==> config.mk <==
export PLATFORM = sky130hd
export DESIGN_NAME = intblock_issue_arb
export DESIGN_NICKNAME = d
export VERILOG_FILES = /design/src/rtl/intblock_arb_pkg.sv /design/src/rtl/intblock_age_sel.sv /design/src/rtl/intblock_issue_arb.sv
export SDC_FILE = /design/constraint.sdc
export NUM_CORES = 1
export LEC_CHECK = 0
export BUFFER_PORTS_ARGS = -buffer_cell sky130_fd_sc_hd__buf_4
export CAP_MARGIN = 10
export CORE_AREA = 2 2 309 311
export CTS_CLUSTER_DIAMETER = 40
export DETAILED_ROUTE_END_ITERATION = 12
export DIE_AREA = 0 0 311 313
export HOLD_SLACK_MARGIN = 0.15
export PLACE_DENSITY = 0.47
export REMOVE_ABC_BUFFERS = 1
export SETUP_SLACK_MARGIN = 0.05
export SLEW_MARGIN = 30
export SYNTH_ARGS = -nofsm -noshare
export SYNTH_HDL_FRONTEND = slang
export SYNTH_HIERARCHICAL = 1
export SYNTH_SLANG_ARGS = --single-unit
export TNS_END_PERCENT = 10
==> constraint.sdc <==
create_clock -name clock -period 6.6 [get_ports clock]
set_input_delay 0.66 -clock clock [delete_from_list [all_inputs] [get_ports clock]]
set_output_delay 0.66 -clock clock [all_outputs]
set_load 0.02 [all_outputs]
==> src/rtl/intblock_arb_pkg.sv <==
// Shared types and helpers for the integer-block issue arbiter.
// Holds the ROB-id age compare used by both the arbiter and its age selector.
package intblock_arb_pkg;

   localparam int unsigned DEF_ROBID_W   = 7;
   localparam int unsigned DEF_PAYLOAD_W = 256;
   localparam int unsigned ROBID_MAX_W   = 16;

   typedef struct packed {
      logic [DEF_ROBID_W-1:0]   robid;
      logic [DEF_PAYLOAD_W-1:0] payload;
   } req_bundle_t;

   // a is older than b; w is the live id width, MSB of that width is the wrap bit.
   function automatic logic robid_older(input logic [ROBID_MAX_W-1:0] a,
                                        input logic [ROBID_MAX_W-1:0] b,
                                        input int unsigned            w);
      logic [ROBID_MAX_W-1:0] wrap_bit;
      logic [ROBID_MAX_W-1:0] idx_mask;
      wrap_bit = ROBID_MAX_W'(1) << (w - 1);
      idx_mask = wrap_bit - ROBID_MAX_W'(1);
      return (|((a ^ b) & wrap_bit)) ^ ((a & idx_mask) < (b & idx_mask));
   endfunction

endpackage

==> src/rtl/intblock_age_sel.sv <==
// Combinational oldest-of-N select by ROB id; equal ages resolve to the lowest index.
module intblock_age_sel
   import intblock_arb_pkg::*;
#(
   parameter int unsigned NUM_REQ = 2,
   parameter int unsigned ROBID_W = DEF_ROBID_W
) (
   input  logic [NUM_REQ-1:0]         valid,
   input  logic [NUM_REQ*ROBID_W-1:0] robid,
   output logic [NUM_REQ-1:0]         sel,
   output logic                       sel_valid
);

   logic [ROBID_W-1:0] best;

   // Strictly-older replacement keeps the lower index on a tie.
   always_comb begin
      sel       = '0;
      sel_valid = 1'b0;
      best      = '0;
      for (int i = 0; i < NUM_REQ; i++) begin
         if (valid[i] && (!sel_valid ||
             robid_older(ROBID_MAX_W'(robid[i*ROBID_W +: ROBID_W]),
                         ROBID_MAX_W'(best), ROBID_W))) begin
            sel       = '0;
            sel[i]    = 1'b1;
            sel_valid = 1'b1;
            best      = robid[i*ROBID_W +: ROBID_W];
         end
      end
   end

endmodule

==> src/rtl/intblock_issue_arb.sv <==
// Issue arbiter for the shared ALU/BJU/MULDIV block: oldest-first with a starvation guard.
// Optional performance counters are enabled with `define INTBLOCK_ARB_PMU_EN.
module intblock_issue_arb
   import intblock_arb_pkg::*;
#(
   parameter  int unsigned NUM_REQ      = 2,
   parameter  int unsigned ROBID_W      = DEF_ROBID_W,
   parameter  int unsigned PAYLOAD_W    = DEF_PAYLOAD_W,
   parameter  int unsigned STARVE_LIMIT = 8,
   localparam int unsigned SRC_W        = (NUM_REQ > 1) ? $clog2(NUM_REQ) : 1
) (
   input  logic                           clock,
   input  logic                           reset,
   input  logic [NUM_REQ-1:0]             req_valid,
   output logic [NUM_REQ-1:0]             req_ready,
   input  logic [NUM_REQ*ROBID_W-1:0]     req_robid,
   input  logic [NUM_REQ*PAYLOAD_W-1:0]   req_payload,
   output logic                           out_valid,
   input  logic                           out_ready,
   output logic [ROBID_W-1:0]             out_robid,
   output logic [PAYLOAD_W-1:0]           out_payload,
   output logic [SRC_W-1:0]               out_src,
   input  logic                           flush_valid,
   input  logic [ROBID_W-1:0]             flush_robid
`ifdef INTBLOCK_ARB_PMU_EN
   ,
   output logic [NUM_REQ*32-1:0]          arb_pmu_grant_cnt,
   output logic [31:0]                    arb_pmu_starve_cnt,
   output logic [31:0]                    arb_pmu_stall_cnt,
   output logic [31:0]                    arb_pmu_kill_cnt
`endif
);

   localparam logic [3:0] LIMIT = 4'(STARVE_LIMIT);

   logic [3:0]           cnt_q [NUM_REQ];
   logic [NUM_REQ-1:0]   eligible;
   logic [NUM_REQ-1:0]   starved;
   logic [NUM_REQ-1:0]   age_pick;
   logic                 age_valid;
   logic [NUM_REQ-1:0]   grant;
   logic                 forced;
   logic                 kill_out;
   logic                 slot_free;
   logic [ROBID_W-1:0]   win_robid;
   logic [PAYLOAD_W-1:0] win_payload;
   logic [SRC_W-1:0]     win_src;

   always_comb begin
      kill_out  = flush_valid && robid_older(ROBID_MAX_W'(flush_robid),
                                             ROBID_MAX_W'(out_robid), ROBID_W);
      slot_free = !out_valid || out_ready || kill_out;
      eligible  = '0;
      starved   = '0;
      for (int i = 0; i < NUM_REQ; i++) begin
         eligible[i] = req_valid[i] &&
                       !(flush_valid && robid_older(ROBID_MAX_W'(flush_robid),
                         ROBID_MAX_W'(req_robid[i*ROBID_W +: ROBID_W]), ROBID_W));
         starved[i]  = eligible[i] && (cnt_q[i] == LIMIT);
      end
   end

   intblock_age_sel #(
      .NUM_REQ (NUM_REQ),
      .ROBID_W (ROBID_W)
   ) u_age_sel (
      .valid     (eligible),
      .robid     (req_robid),
      .sel       (age_pick),
      .sel_valid (age_valid)
   );

   // Starved requesters pre-empt the age order, lowest index first.
   always_comb begin
      grant  = '0;
      forced = 1'b0;
      if (!reset && slot_free) begin
         if (|starved) begin
            forced = 1'b1;
            for (int i = NUM_REQ - 1; i >= 0; i--) begin
               if (starved[i]) begin
                  grant    = '0;
                  grant[i] = 1'b1;
               end
            end
         end else if (age_valid) begin
            grant = age_pick;
         end
      end
   end

   assign req_ready = grant;

   always_comb begin
      win_robid   = '0;
      win_payload = '0;
      win_src     = '0;
      for (int i = 0; i < NUM_REQ; i++) begin
         if (grant[i]) begin
            win_robid   = req_robid[i*ROBID_W +: ROBID_W];
            win_payload = req_payload[i*PAYLOAD_W +: PAYLOAD_W];
            win_src     = SRC_W'(i);
         end
      end
   end

   always_ff @(posedge clock) begin
      if (reset) begin
         out_valid   <= 1'b0;
         out_robid   <= '0;
         out_payload <= '0;
         out_src     <= '0;
         for (int i = 0; i < NUM_REQ; i++) cnt_q[i] <= '0;
      end else begin
         if (|grant) begin
            out_valid   <= 1'b1;
            out_robid   <= win_robid;
            out_payload <= win_payload;
            out_src     <= win_src;
         end else if (out_ready || kill_out) begin
            out_valid <= 1'b0;
         end
         for (int i = 0; i < NUM_REQ; i++) begin
            if (grant[i] || !eligible[i]) begin
               cnt_q[i] <= '0;
            end else if (cnt_q[i] != LIMIT) begin
               cnt_q[i] <= cnt_q[i] + 4'd1;
            end
         end
      end
   end

`ifdef INTBLOCK_ARB_PMU_EN
   logic [31:0] grant_cnt_q [NUM_REQ];
   logic [31:0] starve_cnt_q;
   logic [31:0] stall_cnt_q;
   logic [31:0] kill_cnt_q;

   always_ff @(posedge clock) begin
      if (reset) begin
         for (int i = 0; i < NUM_REQ; i++) grant_cnt_q[i] <= '0;
         starve_cnt_q <= '0;
         stall_cnt_q  <= '0;
         kill_cnt_q   <= '0;
      end else begin
         for (int i = 0; i < NUM_REQ; i++) begin
            if (grant[i]) grant_cnt_q[i] <= grant_cnt_q[i] + 32'd1;
         end
         if (forced) starve_cnt_q <= starve_cnt_q + 32'd1;
         if (out_valid && !out_ready) stall_cnt_q <= stall_cnt_q + 32'd1;
         if (out_valid && kill_out) kill_cnt_q <= kill_cnt_q + 32'd1;
      end
   end

   always_comb begin
      arb_pmu_grant_cnt = '0;
      for (int i = 0; i < NUM_REQ; i++) arb_pmu_grant_cnt[i*32 +: 32] = grant_cnt_q[i];
   end

   assign arb_pmu_starve_cnt = starve_cnt_q;
   assign arb_pmu_stall_cnt  = stall_cnt_q;
   assign arb_pmu_kill_cnt   = kill_cnt_q;
`endif

endmodule

Word-level counts from Yosys, hierarchy flattened
Memory sizes are Yosys's and may differ from the RTL's.
Index checks and enable logic that the tools add are counted.
- reduce and logical (&&, ||, !) cells: 25
- mux-type cells: 37
- $lt $le $gt $ge: 4
- $add $sub $neg: 2
- bitwise logic cells: 12
- eq/ne operators: 4
- operators by type and width (kind ; count):
    $mux W256 ; 2
    $xor A7 B7 Y7 ; 4
    $lt A6 B6 Y1 ; 4
    $mux W1 ; 22
    $mux W7 ; 3
    $mux W4 ; 4
    $mux W2 ; 6
    $logic_and A1 B1 Y1 ; 9
    $add A4 B1 Y4 const B ; 2
    $eq A4 B4 Y1 const B ; 2
    $ne A4 B4 Y1 const B ; 2
    $logic_not A1 Y1 ; 7
    $logic_or A1 B1 Y1 ; 6
    $or A1 B1 Y1 ; 4
    $reduce_or A2 Y1 ; 2
    $xor A1 B1 Y1 ; 4
    $reduce_bool A2 Y1 ; 1
- output and inout bits: 267
- memory bits (writable): 8
- memories kept: 1
- word-level logic and storage cells: 89
- input port bits: 539
- bits in registers: 265
- memories (memory ; words ; width ; read ports ; clocked after Yosys merged registers in ; wr ports ; line ; text):
    cnt_q ; 2 ; 4 ; 2 ; 0 ; 2 ; intblock_issue_arb.sv:36 ; logic [3:0] cnt_q [NUM_REQ];

Depth between registers and ports, before layout
Gate-level depths: netlist (run 1).
- depth after elaboration: 20
- gate-level depth with buffers: 20
- depth with buffers taken out: 17

Modules after synthesis
Netlist (run 1), hierarchy kept.
- by module, submodules not included (module ; times used ; seq. area each (sq um) ; area an instance (sq um) ; cells each):
    intblock_issue_arb ; 1 ; 5545.3 ; 14383.8 ; 1706
    intblock_age_sel ; 1 ; 0.0 ; 255.2 ; 33

Worst setup path after synthesis (run 1)
Ideal clock, no wire load.
- kind: input to output
- from: in req_robid[3]
- to: out req_ready[0]
- path slack: 1.869 ns
- stages: 19
- arrival time: 4.071 ns
- required time: 5.940 ns
- cell sequence: inv_1 > ha_1 > a211o_1 > o211ai_1 > o2111a_2 > clkbuf_1 > nand2_1 > ha_1 > a21o_1 > a21oi_1 > nor2_1 > nor4bb_1 > nand2_1 > a21oi_1 > a221o_1 > buf_2 > buf_2 > nand2_1 > inv_1
- longest elaborated chain between the ends: 14
- ends and longest elaborated chain (what ; line ; text):
    from (decl) ; intblock_issue_arb.sv:16 ; input logic [NUM_REQ*ROBID_W-1:0] req_robid,
    $lt A6 B6 Y1 * ; intblock_arb_pkg.sv:22 ; return (|((a ^ b) & wrap_bit)) ^ ((a & idx_mask) < (b & idx_mask));
    $xor A1 B1 Y1 * ; intblock_arb_pkg.sv:22 ;
    $logic_and A1 B1 Y1 * ; intblock_issue_arb.sv:57 ; !(flush_valid && robid_older(ROBID_MAX_W'(flush_robid),
    $logic_not A1 Y1 * ; intblock_issue_arb.sv:57 ;
    $logic_and A1 B1 Y1 * ; intblock_issue_arb.sv:56 ; eligible[i] = req_valid[i] &&
    net eligible[0] ; intblock_issue_arb.sv:37 ; logic [NUM_REQ-1:0] eligible;
    $mux W7 ; intblock_age_sel.sv:22 ; if (valid[i] && (!sel_valid ||
    $lt A6 B6 Y1 / $xor A7 B7 Y7 (equally long branches) ; intblock_arb_pkg.sv:22 ;
    $xor A1 B1 Y1 ; intblock_arb_pkg.sv:22 ;
    $logic_or A1 B1 Y1 ; intblock_age_sel.sv:22 ;
    $logic_and A1 B1 Y1 ; intblock_age_sel.sv:22 ;
    $mux W2 * ; intblock_age_sel.sv:22 ;
    net age_pick[0] ; intblock_issue_arb.sv:39 ; logic [NUM_REQ-1:0] age_pick;
    $mux W2 * ; intblock_issue_arb.sv:86 ; end else if (age_valid) begin
    $mux W2 * ; intblock_issue_arb.sv:78 ; if (|starved) begin
    $mux W2 * ; intblock_issue_arb.sv:77 ; if (!reset && slot_free) begin
    to (decl) ; intblock_issue_arb.sv:15 ; output logic [NUM_REQ-1:0] req_ready,
Mark *: on every way through the listed nets, which the timed path passes. The rest lies on a longest branch.

Worst setup path in the final report (run 1)
- from: in req_robid[1]
- to: out req_ready[0]
The elaborated chain is that of the path after synthesis.

==> summary.txt, run 1 <==
Outcome
  – Status: completed

Clock tree
  – CTS Sinks: approximately 270
  – Longest Clk Path Bufs: 3
  – CTS tree: yes
  – Clk slew on worst S/H paths: roughly 40 ps
  – Resized Gates After CTS: 0
  – Later-pin clock latency in the skew report: ~630 ps
  – H-tree levels: 3
  – Post CTS Setup Buffer Count: 0
  – Clock Tree Root: clkbuf_16
  – Hold-fix buffers at CTS: 0
  – Cts bufs inserted: between 70 and 80

STA
  – Slew Viols, Final: 0
  – Fin crit period: roughly 5200 ps
  – Unrepaired setup endpoints after global routing: no
  – Final-report setup violation count: 0
  – Worst hold slack: between 300 and 400 ps
  – Fmax: 193 MHz
  – Final hold vios: 0
  – Worst Skew: ~27 ps
  – Period utilization: between 70% and 80%
  – Relative slew margins: between 30% and 40%
  – Worst Max-Slew Pin Slew: 1010 ps

Layout
  – Final Instance Count excl. Fillers: 3,724
  – Area Growth Syn to Fin: 67.6%
  – Fin area: 24,500 sq um
  – Share of cells above drive strength 1: around 40%
  – NumNets Final: just under 3,000
  – Fill cells: between 10,000 and 15,000
  – Final core utilization: about a quarter

Setup path
  – Critical Path Start Type: input port
  – Slowest Stage Delay on Critical Path: ~470 ps
  – Arr. time, crit path: roughly 4500 ps
  – Setup CP Type: in2out
  – Worst path top cell family by delay: compound AO/OA/AOI/OAI gates
  – Cell mode on critical path: nand2_1
  – Crit-path cells: buf_4, inv_1, ha_1, a211oi_1, or3_1, o2111a_2, nand2_1, ha_1, a21o_1, a21oi_1, nor2_1, nor4bb_1, nand2_1, a21oi_1, a221o_4, nand2_1, inv_1, buf_4
  – CP max-delay cell: o2111a_2
  – Critical path capture point type: primary output
  – Crit-path max FO: 17
  – Critical path data required time: 5940 ps
  – CP Buf/Inv Count: 4

Logic synthesis
  – Post-Syn Instances: ~1,700
  – Sequential fraction of the synthesis area: between 30% and 40%
  – Top cells by count, synth: dfxtp_1, a21oi_1, a32oi_1
  – Async SR Flop Fraction: 0%
  – Multiplexer area fraction after synthesis: 0%
  – Synth Register Bits: 273
  – Post-synth top area cell: dfxtp_1
  – Synth Cell Area: ~15,000 sq um
  – Post-Synth XOR/XNOR Area: less than 1%
  – Post-synth EDFFs: 8
  – Ys Warns: 6
  – Synth top area share: between 30% and 40%
  – Most frequent cell after synthesis: dfxtp_1
  – Simple-Gate Fraction of Synth Area: 1.90%
  – Post-synthesis adder-cell area fraction: 2.05%
  – Mean Syn Cell Area: roughly 8.4 sq um
  – Distinct cells, synth: 56
  – Largest cells by area after synthesis: dfxtp_1, a32oi_1, o31ai_1
  – Largest family of logic cells by synthesized area: compound AO/OA/AOI/OAI gates
  – Synth Area in Compound Gates: around half
  – Dominant synthesized flop cell: dfxtp_1

Floorplanning
  – Cell Rows: between 100 and 150
  – Core ar.: about 94,000 sq um
  – Chip height: around 310 microns
  – Initial Util: approximately 16%
  – Die ar.: about 97,000 sq um
  – Io pins: about 810
  – Die W: 311 microns

Drt
  – Drt wl/cell: 21.5 microns
  – TritonRoute pass-1 iters: 5
  – Initial DRC count: 1,221
  – DRC Markers: 0
  – Final wirelength: ~80,000 microns
  – Routed vias: around 18,000
  – Vias/cell: between 4 and 5
  – Antenna-violating nets left: 0

GRT
  – Gr ovfl total: 0
  – GR Util All Layers: 15.4%
  – First-pass GRT wire length: approximately 120,000 microns
  – Number of global-route vias before repair: ~18,000
  – Initial antenna violation count: 4
  – Largest net degree at the start of global routing: around 140

Power and ir drop
  – Tot Pwr: 8.48 mW
  – Pwr/cell area: approximately 350 nW/um^2
  – Leak: around 9.5 nW
  – VDD IR max: between 0.00015 and 0.0002 V

Place
  – Placed inst area: 21,700 sq um
  – Final HPWL DP: between 50,000 and 60,000 microns
  – Total placed cells including tap cells: roughly 3,600
  – Port bufs: 805
  – Final RePlAce weighted congestion: 0.823

Min path
  – Hold Path Class: in2reg

Flow run
  – # Max-Cap Violations: 0
report_power, final:
group          total, mW  leakage [nW]  switching (mW)  internal [mW]
Sequential          2.05          2.27           0.138           1.91
Clock               3.96          1.34            1.22           2.74
Combinational       2.47          5.92            1.56          0.907
worst reg2reg max path, stage by stage (launching register included):
cell and delay (ps):
dfxtp_1 400, inv_1 60, ha_1 280, a21oi_1 350
o21ai_0 290, a211oi_4 480, buf_4 400, buf_16 320
buf_4 640, o21ai_1 260, a21oi_1 160
state kept, by name, summed over array words and instances, names as in the netlist:
register / flops
out_payload: 256
out_robid: 7
out_valid: 1
cnt_q: 8
out_src: 1
per-layer routing:
metal,track usage (%),part of all wire (%),vias up
li1,-,-,8372
met1,18.8,41,8806
met2,24.9,48,779
met3,4.71,7.7,154
met4,7.14,3.8,4
met5,0,0.034,-
through the flow:
step	setup WS (ps)	TNS, ps
after floorplan	-15560	-4236820
after global placement	1480	0
after detailed placement	1450	0
after CTS	1450	0
after global routing	1000	0
final	1420	0
final cells by class:
class	instances	area [sq um]	area share, %
sequential	273	5550	22.6
multi-input combinational	1177	7990	32.5
clock buffer	109	2230	9.08
clock inverter	30	529	2.16
tap	1265	1580	6.45
antenna	2	5.00	0.0204
timing repair buffer	842	6550	26.7
inverter	26	105	0.428
placed cells by master (no fill, tap or decap), drive strengths merged, types with 5 or more instances in the layout:
cell / count
buf: 842
o21ai: 268
dfxtp: 265
a21oi: 265
a32oi: 263
o31ai: 258
clkbuf: 109
inv: 29
ha: 24
nand2: 16
clkinv: 15
nor2: 10
bufinv: 10
edfxtp: 8
xnor2: 6
nand3: 6
a221oi: 6
xor2: 5
final timing paths:
path / from / end / slack (ps) / cells after the start
max: req_robid[1] / req_ready[0] / 1420 / 18
min: req_payload[357] / out_payload[101] / 300 / 3
max reg2reg: out_robid[1] / out_payload[238] / 2890 / 10
min reg2reg: out_payload[171] / out_payload[171] / 470 / 2
cells by family after synthesis:
logic type / Yosys count
buf+inv: 289
compound gates: 1089
flops: 273
simple gates: 53
fa+ha+maj: 24
xor+xnor: 11
Power figures use the tool's default switching activity.
==> run 2: changes to the inputs <==
Clock period 6.6 ns to 5.3 ns, I/O delays scaled along.
==> run 2 against run 1 <==
- design area up 8.8%
- clock power rose by 12%
- count of clock-buffer cells in the layout down 3
==> summary.txt, run 2 (synthesized netlist as in run 1, its figures left out) <==
Setup path
  – Worst r2r src: out_robid[1] (unchanged)
  – CP max-delay cell: o2111a_2 (unchanged)
  – Setup CP Type: in2out (unchanged)
  – Setup crit start: req_robid[1] (unchanged)
  – CP Buf/Inv Count: 4 (unchanged)
  – Arr. time, crit path: 4240 ps (was 4520 ps)
  – Slowest Stage Delay on Critical Path: 480 ps (was 470 ps)
  – Crit-path max FO: 17 (unchanged)
  – Crit-path cells: buf_4, inv_1, ha_1, a211oi_1, or3_1, o2111a_2, nand2_1, ha_1, and3_1, a2111oi_1, o2bb2ai_1, nor4bb_1, and3_1, a221o_4, nand2_1, inv_1, buf_4 (was buf_4, inv_1, ha_1, a211oi_1, or3_1, o2111a_2, nand2_1, ha_1, a21o_1, a21oi_1, nor2_1, nor4bb_1, nand2_1, a21oi_1, a221o_4, nand2_1, inv_1, buf_4)
  – Worst path top cell family by delay: compound AO/OA/AOI/OAI gates (unchanged)
  – Critical path capture point type: primary output (unchanged)
  – Critical path data required time: 4770 ps (was 5940 ps)
  – Critical Path Start Type: input port (unchanged)

Layout
  – Largest register FFs: 256 (unchanged)
  – NumNets Final: 3,200 (was 2,959)
  – Final Instance Count excl. Fillers: 3,958 (was 3,724)
  – Share of cells above drive strength 1: 37.4% (was 40.0%)
  – Fill cells: 10,200 (was 10,300)
  – Register area: 5550 sq um (unchanged)
  – Area Growth Syn to Fin: 82.4% (was 67.6%)
  – Top reg by flops: out_payload (unchanged)
  – Top Registers: out_payload: 256 flops, cnt_q: 8 flops, out_robid: 7 flops (unchanged)
  – Most common cell after layout, fill and taps aside: buf_4 (unchanged)
  – Commonest non-fill, non-tap cells in the layout: buf_4, dfxtp_1, a32oi_1, a21oi_1, o31ai_1 (unchanged)
  – Multi-input gate area: 7990 sq um (unchanged)

Clock tree
  – Later-pin clock latency in the skew report: 630 ps (about the same)
  – Clk slew on worst S/H paths: 40 ps (about the same)
  – Longest Clk Path Bufs: 3 (unchanged)
  – Cts bufs inserted: 75 (was 76)
  – Clock Tree Root: clkbuf_16 (unchanged)
  – CTS tree: yes (unchanged)
  – H-tree levels: 3 (unchanged)
  – CTS Sinks: 273 (unchanged)

STA
  – Worst Max-Slew Pin Slew: 983 ps (was 1010 ps)
  – Final-report setup violation count: 0 (unchanged)
  – Worst Skew: 36.3 ps (was 27.2 ps)
  – Slew Viols, Final: 0 (unchanged)
  – Worst hold slack: 212 ps (was 301 ps)
  – Fmax: ~210 MHz
  – Sum of negative setup slack: 0 ps (unchanged)
  – Relative slew margins: 34.5% (was 32.5%)
  – Final worst setup slack: 529 ps (was 1420 ps)
  – Fin crit period: between 4000 and 5000 ps
  – Period utilization: approximately 90%
  – Unrepaired setup endpoints after global routing: no (unchanged)
  – Final hold vios: 0 (unchanged)

Power and ir drop
  – Tot Pwr: 10.3 mW (was 8.48 mW)
  – VDD IR max: 0.000233 V (was 0.000172 V)
  – Pwr/cell area: 386 nW/um^2 (was 346 nW/um^2)
  – Leak: 10.5 nW (was 9.53 nW)

Min path
  – Hold_sp: req_payload[264] (was req_payload[357])
  – Hold Path Class: in2reg (unchanged)

Drt
  – Initial DRC count: 1,391 (was 1,221)
  – TritonRoute pass-1 iters: 7 (was 5)
  – Routed vias: 19,400 (was 18,100)
  – Drt wl/cell: 20.8 microns (was 21.5 microns)
  – Antenna-violating nets left: 0 (unchanged)
  – Vias/cell: 4.89 (was 4.86)
  – Final wirelength: 82,200 microns (was 80,100 microns)
  – DRC Markers: 0 (unchanged)

Place
  – Dpl ws: 498 ps (was 1450 ps)
  – Port bufs: 805 (unchanged)
  – Final HPWL DP: 55,000 microns (was 51,300 microns)
  – Total placed cells including tap cells: 3,615 (was 3,582)
  – Final RePlAce weighted congestion: 0.833 (was 0.823)

Floorplanning
  – Chip height: 313 microns (unchanged)
  – Io pins: 806 (unchanged)
  – Core ar.: 94,200 sq um (unchanged)
  – Die ar.: 97,300 sq um (unchanged)
  – Die W: 311 microns (unchanged)
  – Initial Util: 15.5% (unchanged)
  – Cell Rows: 113 (unchanged)

Outcome
  – Status: completed (unchanged)

Flow run
  – # Max-Cap Violations: 0 (unchanged)

GRT
  – Gr ovfl total: 0 (unchanged)
  – Number of global-route vias before repair: 19,400 (was 17,900)
  – Initial antenna violation count: 2 (was 4)
  – Largest net degree at the start of global routing: 136 (was 142)
  – GR Util All Layers: 15.8% (was 15.4%)
  – First-pass GRT wire length: 122,000 microns (was 117,000 microns)
## run 2: cell types whose count changed in the layout (fill, tap and decap cells not counted)
| cell | before | now |
|---|---|---|
| bufinv_16 | 10 | 3 |
| dlygate4sd3_1 | 0 | 210 |
| buf_12 | 17 | 29 |
| diode_2 | 2 | 1 |
| clkinv_4 | 1 | 0 |
| clkinv_16 | 3 | 1 |
| inv_6 | 1 | 2 |
| buf_4 | 824 | 845 |
| clkbuf_16 | 78 | 76 |
| clkinv_2 | 10 | 14 |
| buf_16 | 1 | 0 |
| clkinvlp_4 | 2 | 3 |
| clkbuf_8 | 16 | 15 |
## run 2: worst paths after layout
kind	endpoint	slack, ps	depth (start not counted)
max	req_ready[0]	530	17
min	out_payload[8]	210	3
max reg2reg	out_payload[139]	1420	10
min reg2reg	out_payload[111]	470	2
## run 2: power by group
group | switching [mW] | internal, mW
sequential | 0.178 | 2.38
clock | 1.46 | 2.97
combinational | 2.01 | 1.31
## run 2: area by class of cell
type,instances,area share [%]
clock inverter,26,1.07
timing repair buffer,1084,33.8
sequential,273,20.8
antenna,1,0.00937
multi-input combinational,1177,29.9
clock buffer,106,8.11
tap,1265,5.93
inverter,26,0.394
## run 2: worst register-to-register path: cells and delay by family (launching register included)
family	cells	cell delay, ps
AO/OA/AOI/OAI	6	2170
adder cells (fa/ha/maj)	1	290
buffers and inverters	3	970
flip-flops	1	400
## run 2: per-layer routing
layer	track usage (%)	vias up	wire length [microns]
met5	0	-	0
met4	7.99	0	3520
met3	4.08	179	6330
met2	25.3	961	38600
met1	19.7	9385	33700
li1	-	8837	-
## run 2: what timing repair did
action	4_1_cts	5_1_grt
hold buffers	210	0
resized for setup	0	0
hold endpoints to repair	208	0
buffers inserted	0	0
setup endpoints to repair	0	0
## run 2: metrics by stage
stage | util, % | area [sq um]
after global placement | 23.5 | 22100
after floorplan | - | 13600
after global routing | 28.4 | 26700
after CTS | 28.4 | 26700
after detailed placement | 23.5 | 22100
final | 28.4 | 26700
